===== config.mk =====
export PLATFORM = sky130hd
export DESIGN_NAME = match_result_buffer_flat
export DESIGN_NICKNAME = d
export VERILOG_FILES = /design/src/rtl/match_result_buffer_if.sv /design/src/rtl/match_result_buffer.sv /design/src/flat_wrapper.sv
export SDC_FILE = /design/constraint.sdc
export NUM_CORES = 1
export LEC_CHECK = 0
export BUFFER_PORTS_ARGS = -buffer_cell sky130_fd_sc_hd__clkbuf_2
export CORE_ASPECT_RATIO = 0.7
export CORE_MARGIN = 2
export CORE_UTILIZATION = 56
export DETAILED_ROUTE_END_ITERATION = 8
export GPL_TIMING_DRIVEN = 0
export HOLD_SLACK_MARGIN = 0.1
export PLACE_DENSITY_LB_ADDON = 0.25
export RECOVER_POWER = 50
export SETUP_SLACK_MARGIN = 0.3
export SLEW_MARGIN = 20
export SYNTH_ARGS = -nofsm -noshare
export SYNTH_HDL_FRONTEND = slang
export SYNTH_SLANG_ARGS = --single-unit

===== constraint.sdc =====
create_clock -name clk -period 7.3 [get_ports clk]
set_input_delay 0.365 -clock clk [delete_from_list [all_inputs] [get_ports clk]]
set_output_delay 0.365 -clock clk [all_outputs]
set_load 0.05 [all_outputs]

===== src/rtl/match_result_buffer_if.sv =====
// Result-stream bundle: controller-side write stream (din/din_valid, no
// back-pressure) and sink-side FWFT valid/ready read stream.
interface match_result_buffer_if #(
  parameter int unsigned DATA_WIDTH = 60
);
  logic [DATA_WIDTH-1:0] din;
  logic                  din_valid;
  logic [DATA_WIDTH-1:0] m_data;
  logic                  m_valid;
  logic                  m_ready;
  logic                  m_last;

  // Buffer side: consumes din and m_ready, produces the head beat.
  modport slave (
    input  din, din_valid, m_ready,
    output m_data, m_valid, m_last
  );

  // Environment side: controller plus sink.
  modport master (
    output din, din_valid, m_ready,
    input  m_data, m_valid, m_last
  );
endinterface


===== src/rtl/match_result_buffer.sv =====
// Captures the controller result stream into a small FWFT FIFO, frames it into
// FRAME_LEN-beat frames with a last-beat flag and reports dropped words.
module match_result_buffer #(
  parameter int unsigned DATA_WIDTH = 60,
  parameter int unsigned ADDR_WIDTH = 4,
  parameter int unsigned FRAME_LEN  = 1024,
  parameter int unsigned CNT_WIDTH  = 11
) (
  input  logic                  clk,
  input  logic                  rst,
  input  logic                  start,
  match_result_buffer_if.slave  bus,
  output logic [ADDR_WIDTH:0]   fill,
  output logic                  overflow,
  output logic                  busy,
  output logic                  frame_done
);

  localparam int unsigned           DEPTH  = 1 << ADDR_WIDTH;
  localparam logic [ADDR_WIDTH:0]   FULL_C = (ADDR_WIDTH+1)'(DEPTH);
  localparam logic [CNT_WIDTH-1:0]  LEN_C  = CNT_WIDTH'(FRAME_LEN);
  localparam logic [CNT_WIDTH-1:0]  LAST_C = CNT_WIDTH'(FRAME_LEN - 1);

  typedef enum logic [1:0] {S_IDLE, S_RUN, S_DRAIN, S_DONE} state_e;

  state_e                  state_q;
  logic                    busy_q;
  logic                    frame_done_q;
  logic [DATA_WIDTH-1:0]   mem_q [DEPTH];
  logic [ADDR_WIDTH-1:0]   wptr_q;
  logic [ADDR_WIDTH-1:0]   rptr_q;
  logic [ADDR_WIDTH:0]     fill_q, fill_d;
  logic [CNT_WIDTH-1:0]    in_cnt_q, in_cnt_d;
  logic [CNT_WIDTH-1:0]    out_cnt_q, out_cnt_d;
  logic                    overflow_q, overflow_d;

  logic full, empty, accepting, push, pop, drop, last_beat, open_frame;

  assign full       = (fill_q == FULL_C);
  assign empty      = (fill_q == '0);
  assign open_frame = (state_q == S_IDLE) && start;
  // Writes stop once the frame is complete, even before RUN hands over to DRAIN.
  assign accepting  = (state_q == S_RUN) && (in_cnt_q != LEN_C);
  assign pop        = !empty && bus.m_ready;
  // A full FIFO still takes a word when the head leaves in the same cycle.
  assign push       = accepting && bus.din_valid && (!full || pop);
  assign drop       = accepting && bus.din_valid && full && !pop;
  assign last_beat  = pop && bus.m_last;

  // Head word is gated to zero while empty so unreset storage never leaks out.
  assign bus.m_valid = !empty;
  assign bus.m_data  = empty ? '0 : mem_q[rptr_q];
  assign bus.m_last  = !empty && (out_cnt_q == LAST_C);

  assign fill       = fill_q;
  assign overflow   = overflow_q;
  assign busy       = busy_q;
  assign frame_done = frame_done_q;

  // Next occupancy, frame counters and sticky drop flag.
  always_comb begin
    fill_d     = fill_q;
    in_cnt_d   = in_cnt_q;
    out_cnt_d  = out_cnt_q;
    overflow_d = overflow_q;
    if (open_frame) begin
      in_cnt_d   = '0;
      out_cnt_d  = '0;
      overflow_d = 1'b0;
    end else begin
      if (push) in_cnt_d  = in_cnt_q + 1'b1;
      if (pop)  out_cnt_d = out_cnt_q + 1'b1;
      if (drop) overflow_d = 1'b1;
    end
    case ({push, pop})
      2'b10:   fill_d = fill_q + 1'b1;
      2'b01:   fill_d = fill_q - 1'b1;
      default: fill_d = fill_q;
    endcase
  end

  // FIFO storage; not reset, contents are only visible through a valid head.
  always_ff @(posedge clk) begin
    if (push) mem_q[wptr_q] <= bus.din;
  end

  // Pointers, occupancy and counters.
  always_ff @(posedge clk or negedge rst) begin
    if (!rst) begin
      wptr_q     <= '0;
      rptr_q     <= '0;
      fill_q     <= '0;
      in_cnt_q   <= '0;
      out_cnt_q  <= '0;
      overflow_q <= 1'b0;
    end else begin
      if (push) wptr_q <= wptr_q + 1'b1;
      if (pop)  rptr_q <= rptr_q + 1'b1;
      fill_q     <= fill_d;
      in_cnt_q   <= in_cnt_d;
      out_cnt_q  <= out_cnt_d;
      overflow_q <= overflow_d;
    end
  end

  // Frame sequencer with registered busy and frame_done.
  always_ff @(posedge clk or negedge rst) begin
    if (!rst) begin
      state_q      <= S_IDLE;
      busy_q       <= 1'b0;
      frame_done_q <= 1'b0;
    end else begin
      case (state_q)
        S_IDLE: begin
          if (start) begin
            state_q <= S_RUN;
            busy_q  <= 1'b1;
          end
        end
        S_RUN: begin
          // Last beat can only leave in RUN once all FRAME_LEN words are in.
          if (last_beat) begin
            state_q      <= S_DONE;
            busy_q       <= 1'b0;
            frame_done_q <= 1'b1;
          end else if (in_cnt_q == LEN_C) begin
            state_q <= S_DRAIN;
          end
        end
        S_DRAIN: begin
          if (last_beat) begin
            state_q      <= S_DONE;
            busy_q       <= 1'b0;
            frame_done_q <= 1'b1;
          end
        end
        default: begin
          state_q      <= S_IDLE;
          frame_done_q <= 1'b0;
        end
      endcase
    end
  end

endmodule

===== src/flat_wrapper.sv =====
// flat-port wrapper written by rule: the top's interface ports become plain ports
module match_result_buffer_flat 
#(
  parameter int unsigned DATA_WIDTH = 60,
  parameter int unsigned ADDR_WIDTH = 4,
  parameter int unsigned FRAME_LEN  = 1024,
  parameter int unsigned CNT_WIDTH  = 11
)
  (clk, rst, start, fill, overflow, busy, frame_done, bus_din, bus_din_valid, bus_m_ready, bus_m_data, bus_m_valid, bus_m_last);
  match_result_buffer_if #(.DATA_WIDTH(DATA_WIDTH)) bus_i ();
  input  logic clk;
  input  logic rst;
  input  logic start;
  output logic [ADDR_WIDTH:0] fill;
  output logic overflow;
  output logic busy;
  output logic frame_done;
  input wire logic [$bits(bus_i.din)-1:0] bus_din;
  input wire logic [$bits(bus_i.din_valid)-1:0] bus_din_valid;
  input wire logic [$bits(bus_i.m_ready)-1:0] bus_m_ready;
  output wire logic [$bits(bus_i.m_data)-1:0] bus_m_data;
  output wire logic [$bits(bus_i.m_valid)-1:0] bus_m_valid;
  output wire logic [$bits(bus_i.m_last)-1:0] bus_m_last;
  assign bus_i.din = bus_din;
  assign bus_i.din_valid = bus_din_valid;
  assign bus_i.m_ready = bus_m_ready;
  assign bus_m_data = bus_i.m_data;
  assign bus_m_valid = bus_i.m_valid;
  assign bus_m_last = bus_i.m_last;
  match_result_buffer #(.DATA_WIDTH(DATA_WIDTH), .ADDR_WIDTH(ADDR_WIDTH), .FRAME_LEN(FRAME_LEN), .CNT_WIDTH(CNT_WIDTH)) u_core (.clk(clk), .rst(rst), .start(start), .bus(bus_i), .fill(fill), .overflow(overflow), .busy(busy), .frame_done(frame_done));
endmodule

Word level (Yosys, flattened, before mapping)
Memories as Yosys holds them, arrays and structs flattened. Cells that the tools add are included. W data, S select, Z words.

Flip-flop bits (word level): 40. RAM bits: 960. Input port bits: 65. Output and inout bits: 70. Logic and storage cells: 73. Memories kept: 1.

Add/sub/neg operators: 6. Equality and inequality tests: 12. Muxes and demuxes: 20. Bitwise gates (word level): 1. Reduce and logical (&&, ||, !) cells: 24.

Memories: u_core.mem_q (depth 16, width 60, read ports 1, clocked after Yosys merged registers in 0, write ports 1, RTL line match_result_buffer.sv:29) `logic [DATA_WIDTH-1:0] mem_q [DEPTH];`.

Operators with widths (count): $mux W60 (1); $mux W11 (4); $add A11 B1 Y11 const B (2); $eq A11 B10 Y1 const B (1); $eq A11 B11 Y1 const B (1); $ne A11 B11 Y1 const B (1); $pmux W5 S2 (1); $reduce_bool A2 Y1 (5); $logic_and A1 B1 Y1 (9); $add A4 B1 Y4 const B (2); $mux W2 (4); $mux W1 (7); $pmux W2 S3 (1); $reduce_and A3 Y1 (2); $add A5 B1 Y5 const B (1); $eq A5 B5 Y1 const B (1); $logic_not A5 Y1 (1); $sub A5 B1 Y5 const B (1); $eq A2 B1 Y1 const B (2); $eq A2 B2 Y1 const B (2); $ne A2 B1 Y1 const B (2); $pmux W1 S2 (2); $logic_not A1 Y1 (3); $ne A3 B2 Y1 const B (1); 6 further kinds (6).

Longest topological paths before layout
Gate-level depths: netlist of run 1.

Word-level depth: 7. Mapped depth: 12. Gate-level depth less buffers: 12.

Worst setup path before layout of run 1
No wires, ideal clock.

Path kind: register to register. Start: register u_core.in_cnt_q[0]. End: memory u_core.mem_q[0][0], enable pin. Library setup time: 0.552 ns. Data arrival time: 5.858 ns. Path slack: 0.890 ns. Cell stages (with the launch flop): 9. Buffers on the path: 1. Period minus slack after synthesis: 6.410 ns. Cell sequence: dfrtp_1 > inv_1 > ha_1 > nor4b_1 > a31oi_1 > and2_1 > buf_2 > nand2_1 > nor3_1.

Longest elaborated chain between the ends: 6.

Ends and longest elaborated chain: start, declared (RTL line match_result_buffer.sv:33) `logic [CNT_WIDTH-1:0] in_cnt_q, in_cnt_d;`; start signal, assigned (RTL line match_result_buffer.sv:100) `in_cnt_q <= in_cnt_d;`; $ne A11 B11 Y1 (RTL line match_result_buffer.sv:43) `assign accepting = (state_q == S_RUN) && (in_cnt_q != LEN_C);`; $logic_and A1 B1 Y1 (RTL line match_result_buffer.sv:43); $logic_and A1 B1 Y1 (2 in a row) (RTL line match_result_buffer.sv:46) `assign push = accepting && bus.din_valid && (!full || pop);`; $mux W1 (RTL line match_result_buffer.sv:84) `if (push) mem_q[wptr_q] <= bus.din;`; $mux W1 (implied by the code) (RTL line match_result_buffer.sv:84); end, declared (RTL line match_result_buffer.sv:29).

Every way passes these cells.

Final worst setup path of run 1
Start: register u_core.rptr_q[1]. End: output port bus_m_data[41].

Longest elaborated chain between the ends: 2.

Ends and longest elaborated chain: start, declared (RTL line match_result_buffer.sv:31) `logic [ADDR_WIDTH-1:0] rptr_q;`; start signal, assigned (RTL line match_result_buffer.sv:98) `if (pop) rptr_q <= rptr_q + 1'b1;`; $mem_v2 Z16 W60; $mux W60 (RTL line match_result_buffer.sv:52) `assign bus.m_data = empty ? '0 : mem_q[rptr_q];`; end, declared (RTL line flat_wrapper.sv:21) `output wire logic [$bits(bus_i.m_data)-1:0] bus_m_data;`.

Every way passes these cells.

==> impl_metrics.toml, run 1 <==
[global_route]
grt_overflow_total = 0
grt_antenna_before_repair = 6
grt_usage = 0.248
first_pass_grt_wire_length_um = 126000
grt_start_max_net_pins = 41
number_of_global_route_vias_before_repair = 18917

[yosys]
synth.avg_cell_area_sq_um = 23.8
synth-warning-count = 0
syn-instance-count = 1635
mappedNetlistArea_sq_um = 39000
muxShareOfSynthArea = 0.180
synth_fa_ha_area_frac = 0.00533
yosys_register_bits = 1000
synth_top_family_by_area = "multiplexers"
ys_types = 48
edff_count_synth = 960
synth-compound-area-share = 0.00414
synth_simple_gate_area_frac = 0.0237
synth-xor-area-share = 0.00606
most_instantiated_cells_after_synthesis = "edfxtp_1, mux4_2, and2_1, mux4_1, dfrtp_1"
number_of_nets_in_the_synthesized_netlist = 1716
synth.top_cells.by_area = "edfxtp_1, mux4_2, mux4_1, dfrtp_1, and2_1"
dominantRegCellSynth = "edfxtp_1"
synthMostInstantiatedCell = "edfxtp_1"
seq_total_area_yosys = 0.765
synth_top_area_share = 0.739
synthDominantAreaCellType = "edfxtp_1"
async_reset_ff_frac = 0.0400

[detailed_routing]
wl_met2_um = 43400
met1_wire_length_um = 35800
vias = 18537
drc = 0
first_pass_iters = 5
met3WireLength_um = 6920
routed_wire_length_per_instance_um = 29.9
final_routed_wirelength_um = 87800
initialDrtViolationCount = 2426
routed.top_layer = "met5"
ant_nets = 0
via_per_inst = 6.31

[sta]
timing.final.setup_violations = 0
setup_repair_after_global_routing_missed_its_margin = "no"
setup-tns-final_ps = 0
fmaxAchievable_ghz = 0.212
fin_worst_hold_slack_ps = 162
hold_viol = 0
finalCriticalPeriod_ps = 4720
final.setup_skew_ps = 30.6
timing_max_transition_violations_final = 41
tightest_slew_ps = 2220
period_share = 0.647
relSlewSlack = -0.477

[finish]
share_of_final_layout_standard_cells_stronger_than_drive_strength_1 = 0.281
fin_util = 0.661
finalNetCount = 2038
syn_to_final_growth_pct = 16.0

[worst_hold_path]
timing.hold.worst.start = "start"
worst_hold_path_type = "in -> reg"

[clock_tree]
clock_pin_slew_reported_for_the_worst_setup_and_hold_paths_after_clock_tree_synthesis_ps = 70
clk_sink_count = 1000
clkLatencyLatePin_ps = 650
clock_tree_from_tritoncts = "done"
total_cts_buffers = 91
htree_levels = 3
cts_root_buf = "clkbuf_16"
cts_repair_resizes = 0
clock_path_buffers = 3

[floorplanning]
fp.dieArea_sq_um = 71800
initial_core_util = 0.570
dieHeight_um = 225
core_area_sq_um = 68500
num_io_pins = 135
die_width_um = 319
rows = 80

[worst_setup_path]
timing_worst_setup_path_type = "reg -> out"
crit_fanout = 10
startpoint_type = "flip-flop"
worstPathArrival_ps = 4360
cp.required_ps = 6930
worst_setup_path_end_kind = "output pin"
rr_startpoint = "u_core.in_cnt_q[0]"
critical_path.startpoint = "u_core.rptr_q[1]"

[run_status]
run_status = "finished, violations left"
violated_checks = "max-capacitance violations, max-slew violations"

[power]
cellPowerDensity_nw_per_um2 = 380
power.static_leakage_nw = 14.7
irDropWorstVdd_uv = 293

[placement]
routabilityCongestion = 0.774
place.port_buffers = 134
place.detailed.hpwl_um = 55600

[run]
timing.max_cap.violations = 1
layer usage:
layer | up-vias | GRT usage
met2 | 851 | 0.400
li1 | 7624 | -
met5 | - | 0
met1 | 9940 | 0.359
met3 | 120 | 0.0434
met4 | 2 | 0.0638
worst max-delay path: stages, from the launching register on:
cell      delay, ps
dfrtp_1         340
clkbuf_1        450
clkbuf_1        670
clkbuf_1        840
mux4_2          430
mux4_2          530
and2_1          190
clkbuf_2        230
registers in the layout, summed over array words and instances, names as in the netlist:
name / cells
u_core.mem_q: 960
u_core.in_cnt_q: 11
u_core.state_q: 2
u_core.busy: 1
u_core.rptr_q: 4
u_core.wptr_q: 4
u_core.fill: 5
u_core.overflow: 1
u_core.out_cnt_q: 11
u_core.frame_done: 1
where the power goes:
| part | internal (mW) | switching [mW] |
|---|---|---|
| sequential | 6.42 | 0.0677 |
| combinational | 2.40 | 3.60 |
| clock | 2.70 | 2.00 |
path summary, 6_finish.rpt:
path / to / slack [ps] / depth (start not counted)
max in group asynchronous: u_core.in_cnt_q[10] / 5120 / 2
hold reg to reg: u_core.busy / 480 / 1
min in group asynchronous: u_core.wptr_q[1] / 910 / 2
hold / removal: u_core.busy / 160 / 4
setup / recovery: bus_m_data[41] / 2580 / 7
setup reg to reg: u_core.mem_q[1][11] / 3090 / 12
kinds of logic (layout without fill, tap and decap cells):
| kind of cell | count (synthesis) | after routing |
|---|---|---|
| buffers and inverters | 94 | 491 |
| muxes | 305 | 305 |
| other | 0 | 4 |
| adders and majority gates | 16 | 16 |
| AOI/OAI and AO/OA | 24 | 24 |
| xor gates and xnor gates | 27 | 27 |
| DFF | 1000 | 1000 |
| and+or+nand+nor | 169 | 169 |
metrics by stage:
| stage | cells | instance area [sq um] | setup WS (ps) | power (mW) |
|---|---|---|---|---|
| 2_1_floorplan | 1635 | 39000 | 890 | 11.0 |
| 3_3_place_gp | 2671 | 40800 | -4910 | 12.5 |
| 3_5_place_dp | 2754 | 42300 | 3200 | 12.6 |
| 4_1_cts | 2934 | 45300 | 2850 | 17.3 |
| 5_1_grt | 2936 | 45200 | 2460 | 17.8 |
| 6_report | 2938 | 45200 | 2580 | 17.2 |
cell type report:
cell class              instances  area [sq um]
clock inverters                42           403
plain buffers                  80           562
diodes                          4          10.0
inverters                      14          52.6
multi-input cells             541          8640
clock buffers                 126          2520
repair buffers                229          2100
well taps                     902          1130
fillers                      4298         23200
flip-flops and latches       1000         29800
what timing repair did:
item	in CTS	in global routing
endpoints found under the setup margin	0	0
endpoints found under the hold margin	143	0
hold buffers	12	0
setup buffers	0	0
layout by cell type, fill, tap and decap left out, types with 3 or more instances in the layout:
cell type,instances
edfxtp_1,960
mux4_2,244
clkbuf_1,132
clkbuf_16,95
clkbuf_2,67
and2_1,62
mux4_1,56
dfrtp_1,40
buf_4,29
buf_16,28
buf_6,24
nor2_1,23
buf_12,23
nand2_1,20
xnor2_1,16
clkinv_1,16
ha_1,15
clkinv_2,14
inv_1,13
nor2_4,12
dlygate4sd3_1,12
buf_2,11
buf_1,11
nand3_1,11
a21oi_1,11
xor2_1,11
bufinv_16,8
nand4_1,7
nor3_1,6
diode_2,4
nor3_2,4
a21o_1,4
and3_1,4
o21ai_0,3
nand2b_1,3
mux2_1,3
or3_1,3
clkbuf_8,3
Power figures use the tool's default switching activity.
==> run 2, diff against run 1 <==
- clock period: 7.3 -> 4 ns (I/O delays scaled with it)
==> run 2 against run 1 <==
  * The run still ends with max-capacitance violations, max-slew violations left
  * Critical path type unchanged
  * Hold slack improved by 330 ps
  * Clock power rose by 87%
  * Count of clock-buffer cells in the layout shrank 19
  * Final cell count up 1.4%
  * Highest routed layer unchanged
  * Routed wire length shrank 0.68%
  * Critical path depth decreased by 2
==> impl_metrics.toml, run 2 (same netlist as run 1, synthesis figures left out) <==
[worst_setup_path]
worstPathArrival_ps = 3480
startpoint_type = "flip-flop"
crit_fanout = 10
timing_worst_setup_path_type = "reg -> out"
worst_setup_path_end_kind = "output pin"
cp.required_ps = 3800

[sta]
period_share = 0.919
setup_repair_after_global_routing_missed_its_margin = "yes"
final.setup_skew_ps = 27.6
timing.final.setup_violations = 0
hold_viol = 0
timing_max_transition_violations_final = 41
finalCriticalPeriod_ps = 3680
relSlewSlack = -0.426
tightest_slew_ps = 2140
fmaxAchievable_ghz = 0.272
fin_worst_hold_slack_ps = 492

[clock_tree]
htree_levels = 3
total_cts_buffers = 90
clock_tree_from_tritoncts = "done"
cts_root_buf = "clkbuf_16"
clock_pin_slew_reported_for_the_worst_setup_and_hold_paths_after_clock_tree_synthesis_ps = 60
clock_path_buffers = 3
clkLatencyLatePin_ps = 660
clk_sink_count = 1000

[detailed_routing]
ant_nets = 0
final_routed_wirelength_um = 87200
drc = 0
via_per_inst = 6.29
initialDrtViolationCount = 2356
routed_wire_length_per_instance_um = 29.3
first_pass_iters = 5
vias = 18722

[finish]
finalNetCount = 2082
layout_commonest_cell = "edfxtp_1"
largest-register = "u_core.mem_q"
syn_to_final_growth_pct = 17.8
nFillCells = 4252
largest_register_ff_count = 960
highest_count_cells_in_the_layout_ignoring_fill_and_taps = "edfxtp_1, mux4_2, clkbuf_1"
reg_top3 = "u_core.mem_q x960, u_core.in_cnt_q x11, u_core.out_cnt_q x11"
share_of_final_layout_standard_cells_stronger_than_drive_strength_1 = 0.286

[floorplanning]
dieHeight_um = 225
die_width_um = 319
initial_core_util = 0.570
rows = 80
num_io_pins = 135
fp.dieArea_sq_um = 71800
core_area_sq_um = 68500

[power]
switchingPower_mw = 10.4
sequentialPowerShare = 0.374
clock_power_share = 0.277
internal_power_mw = 21.2
cellPowerDensity_nw_per_um2 = 688
switching_share = 0.330
power.static_leakage_nw = 15.0
power_mw = 31.6
irDropWorstVdd_uv = 492
share_comb_of_total_power = 0.348

[run_status]
violated_checks = "max-capacitance violations, max-slew violations"
run_status = "finished, violations left"

[placement]
place.detailed.hpwl_um = 54000
routabilityCongestion = 0.776
place.port_buffers = 134

[global_route]
first_pass_grt_wire_length_um = 128000
grt_antenna_before_repair = 2
grt_start_max_net_pins = 41
grt_overflow_total = 0
number_of_global_route_vias_before_repair = 19194
grt_usage = 0.249

[worst_hold_path]
worst_hold_path_type = "reg -> reg"

[run]
timing.max_cap.violations = 1
[run 2: metrics by stage]
step	utilization	cells	setup slack [ps]	area [sq um]	TNS (ps)
floorplan	-	1635	-487	39100	-75190
global placement	0.597	2671	-3870	40900	-1375160
detailed placement	0.617	2738	87.3	42300	0
CTS	0.671	2969	302	46000	0
global route	0.671	2978	181	45900	0
finish	0.671	2978	325	45900	0
[run 2: critical path: stages (launching register included)]
cell      delay, ps
dfrtp_1         320
clkbuf_1        620
clkbuf_1        800
mux4_2          660
and2_1          180
clkbuf_2        230
[run 2: what timing repair did]
action	4_1_cts	5_1_grt
gates resized for setup	28	12
buffers inserted	1	8
endpoints found under the setup margin	76	86
hold buffers	64	0
pin swaps	1	3
hold endpoints to repair	1010	0
[run 2: routing by layer]
layer	vias up	global-route usage	part of all wire
li1	7714	-	-
met1	9950	0.360	0.41
met2	915	0.396	0.49
met3	141	0.0457	0.084
met4	2	0.0773	0.025
met5	-	0	0.00015
[run 2: power groups by stage]
stage / clock (mW) / sequential (mW) / combinational [mW]
floorplan: 0 / 12.1 / 7.98
finish: 8.77 / 11.8 / 11.0
global route: 9.28 / 11.9 / 11.6
global placement: 0 / 12.1 / 10.7
detailed placement: 0 / 12.1 / 11.0
CTS: 8.88 / 11.8 / 11.1
[run 2: final cells by class]
cell class	instances	area (sq um)	area share
antenna	1	2.50	0.0000545
buffer	80	602	0.0131
timing repair buffer	274	2640	0.0574
clock inverter	59	587	0.0128
multi-input combinational	541	8680	0.189
tap	902	1130	0.0246
clock buffer	107	2420	0.0527
inverter	14	52.6	0.00114
sequential	1000	29800	0.649
[run 2: worst paths after layout]
check	start	end	slack, ps	cells past startpoint
setup / recovery	u_core.rptr_q[2]	bus_m_data[53]	320	5
hold / removal	u_core.busy	u_core.busy	490	1
setup reg to reg	u_core.in_cnt_q[0]	u_core.mem_q[6][27]	430	10
hold reg to reg	u_core.busy	u_core.busy	490	1
max in group asynchronous	rst	u_core.in_cnt_q[9]	2040	2
min in group asynchronous	rst	u_core.fill[3]	710	2
==> run 3, diff against run 2 <==
- RECOVER_POWER: 50 -> default
==> run 3 against run 2 <==
  * Clock skew decreased by 3.0 ps
  * Routed wire length about the same
  * First-iteration DRC count increased by 2.5%
  * Clock power about the same
  * Hold slack got worse by 290 ps
  * Register-to-register slack about the same
  * Highest routed layer unchanged
  * Critical path depth increased by 2
  * Critical path type unchanged
  * Utilization increased by 0.16 points
  * Count of clock-buffer cells in the layout unchanged
  * The run now ends clean
  * Flip-flop and latch count unchanged
==> impl_metrics.toml, run 3 (same netlist as run 1, synthesis figures left out) <==
[run_status]
run_status = "finished clean"

[power]
power.static_leakage_nw = 15.2
irDropWorstVdd_uv = 492
cellPowerDensity_nw_per_um2 = 687

[clock_tree]
clock_tree_from_tritoncts = "done"
clk_sink_count = 1000
clock_path_buffers = 3
htree_levels = 3
clkLatencyLatePin_ps = 650
cts_root_buf = "clkbuf_16"
clock_pin_slew_reported_for_the_worst_setup_and_hold_paths_after_clock_tree_synthesis_ps = 60
total_cts_buffers = 90

[finish]
largest_register_ff_count = 960
largest-register = "u_core.mem_q"
highest_count_cells_in_the_layout_ignoring_fill_and_taps = "edfxtp_1, mux4_2, clkbuf_2"
fin_util = 0.673
multi_input_comb_area_sq_um = 8690
finalNetCount = 2082
final_instance_area_sq_um = 46000
layout.cells.non_filler = 2979
nFillCells = 4205
reg_top3 = "u_core.mem_q x960, u_core.in_cnt_q x11, u_core.out_cnt_q x11"
area.sequential_sq_um = 29800
share_of_final_layout_standard_cells_stronger_than_drive_strength_1 = 0.321
layout_commonest_cell = "edfxtp_1"
syn_to_final_growth_pct = 18.1

[worst_setup_path]
worst_setup_path_end_kind = "output pin"
cp.required_ps = 3800
crit_fanout = 10
timing_worst_setup_path_type = "reg -> out"
rr_endpoint = "u_core.mem_q[5][16]"
startpoint_type = "flip-flop"
worst_r2r_path_depth = 10
rr_startpoint = "u_core.in_cnt_q[0]"
worst-r2r-setup-slack_ps = 430
worstPathArrival_ps = 3460

[sta]
final.setup.worst_slack_ps = 344
relSlewSlack = 0.307
period_share = 0.914
tightest_slew_ps = 1040
timing_max_transition_violations_final = 0
final.setup_skew_ps = 24.6
setup_repair_after_global_routing_missed_its_margin = "yes"
finalCriticalPeriod_ps = 3660
fin_worst_hold_slack_ps = 204
hold_viol = 0
timing.final.setup_violations = 0
fmaxAchievable_ghz = 0.274

[floorplanning]
die_width_um = 319
dieHeight_um = 225
rows = 80
fp.dieArea_sq_um = 71800
initial_core_util = 0.570
num_io_pins = 135
core_area_sq_um = 68500

[global_route]
number_of_global_route_vias_before_repair = 19194
first_pass_grt_wire_length_um = 128000
grt_overflow_total = 0
grt_antenna_before_repair = 2
grt_start_max_net_pins = 41
grt_usage = 0.249

[detailed_routing]
ant_nets = 0
first_pass_iters = 5
vias = 18755
final_routed_wirelength_um = 87200
initialDrtViolationCount = 2416
routed_wire_length_per_instance_um = 29.3
drc = 0
via_per_inst = 6.30

[placement]
placed_inst_area_sq_um = 42300
place.port_buffers = 134
routabilityCongestion = 0.776
place.detailed.hpwl_um = 54000
dpl_worst_slack_ps = 87.3
dp_cells = 2738

[run]
timing.max_cap.violations = 0

[worst_hold_path]
worst_hold_path_type = "in -> async"
## run 3: worst max path at each step
stage	start	end	slack [ps]
6_report	u_core.rptr_q[1]	bus_m_data[35]	340
5_1_grt	u_core.rptr_q[1]	bus_m_data[35]	300
4_1_cts	u_core.rptr_q[1]	bus_m_data[30]	300
3_5_place_dp	u_core.in_cnt_q[0]	u_core.mem_q[0][16]	90
3_3_place_gp	u_core.in_cnt_q[0]	u_core.mem_q[11][16]	-3870
2_1_floorplan	u_core.in_cnt_q[0]	u_core.mem_q[11][0]	-490
## run 3: metrics by stage
stage	setup TNS [ps]	power, mW
global placement	-1375160	22.8
CTS	0	31.9
finish	0	31.6
detailed placement	0	23.1
floorplan	-75190	20.1
global route	0	32.7
## run 3: power breakdown
part / switching, mW / total, mW / internal [mW]
clock: 3.72 / 8.77 / 5.04
sequential: 0.118 / 11.8 / 11.7
combinational: 6.58 / 11.0 / 4.46
## run 3: critical path, cell delays in order (launching register included)
cell and delay [ps]:
dfrtp_1 350, clkbuf_2 270, buf_2 370, buf_2 370, mux4_1 400, mux4_2 510
and2_1 250, clkbuf_2 260
## run 3: final cells by class
class                      instances  share of cell area
buffer                            80              0.0132
timing repair buffer             274              0.0591
clock buffer                     107              0.0526
antenna                            2            0.000109
sequential                      1000               0.648
tap                              902              0.0245
clock inverter                    59              0.0127
multi-input combinational        541               0.189
inverter                          14             0.00114
## run 3: layer usage
metal  share of wire  GRT usage  up-vias
met5         0.00015          0        -
met2            0.49      0.396      934
met4           0.025     0.0773        2
met3           0.081     0.0457      142
li1                -          -     7723
met1            0.41      0.360     9954
## run 3: timing repair
action,in CTS,in global routing
setup endpoints to repair,76,86
setup buffers,1,8
hold endpoints to repair,1010,0
gates resized for setup,28,12
hold buffers,64,0
pin swaps,1,3
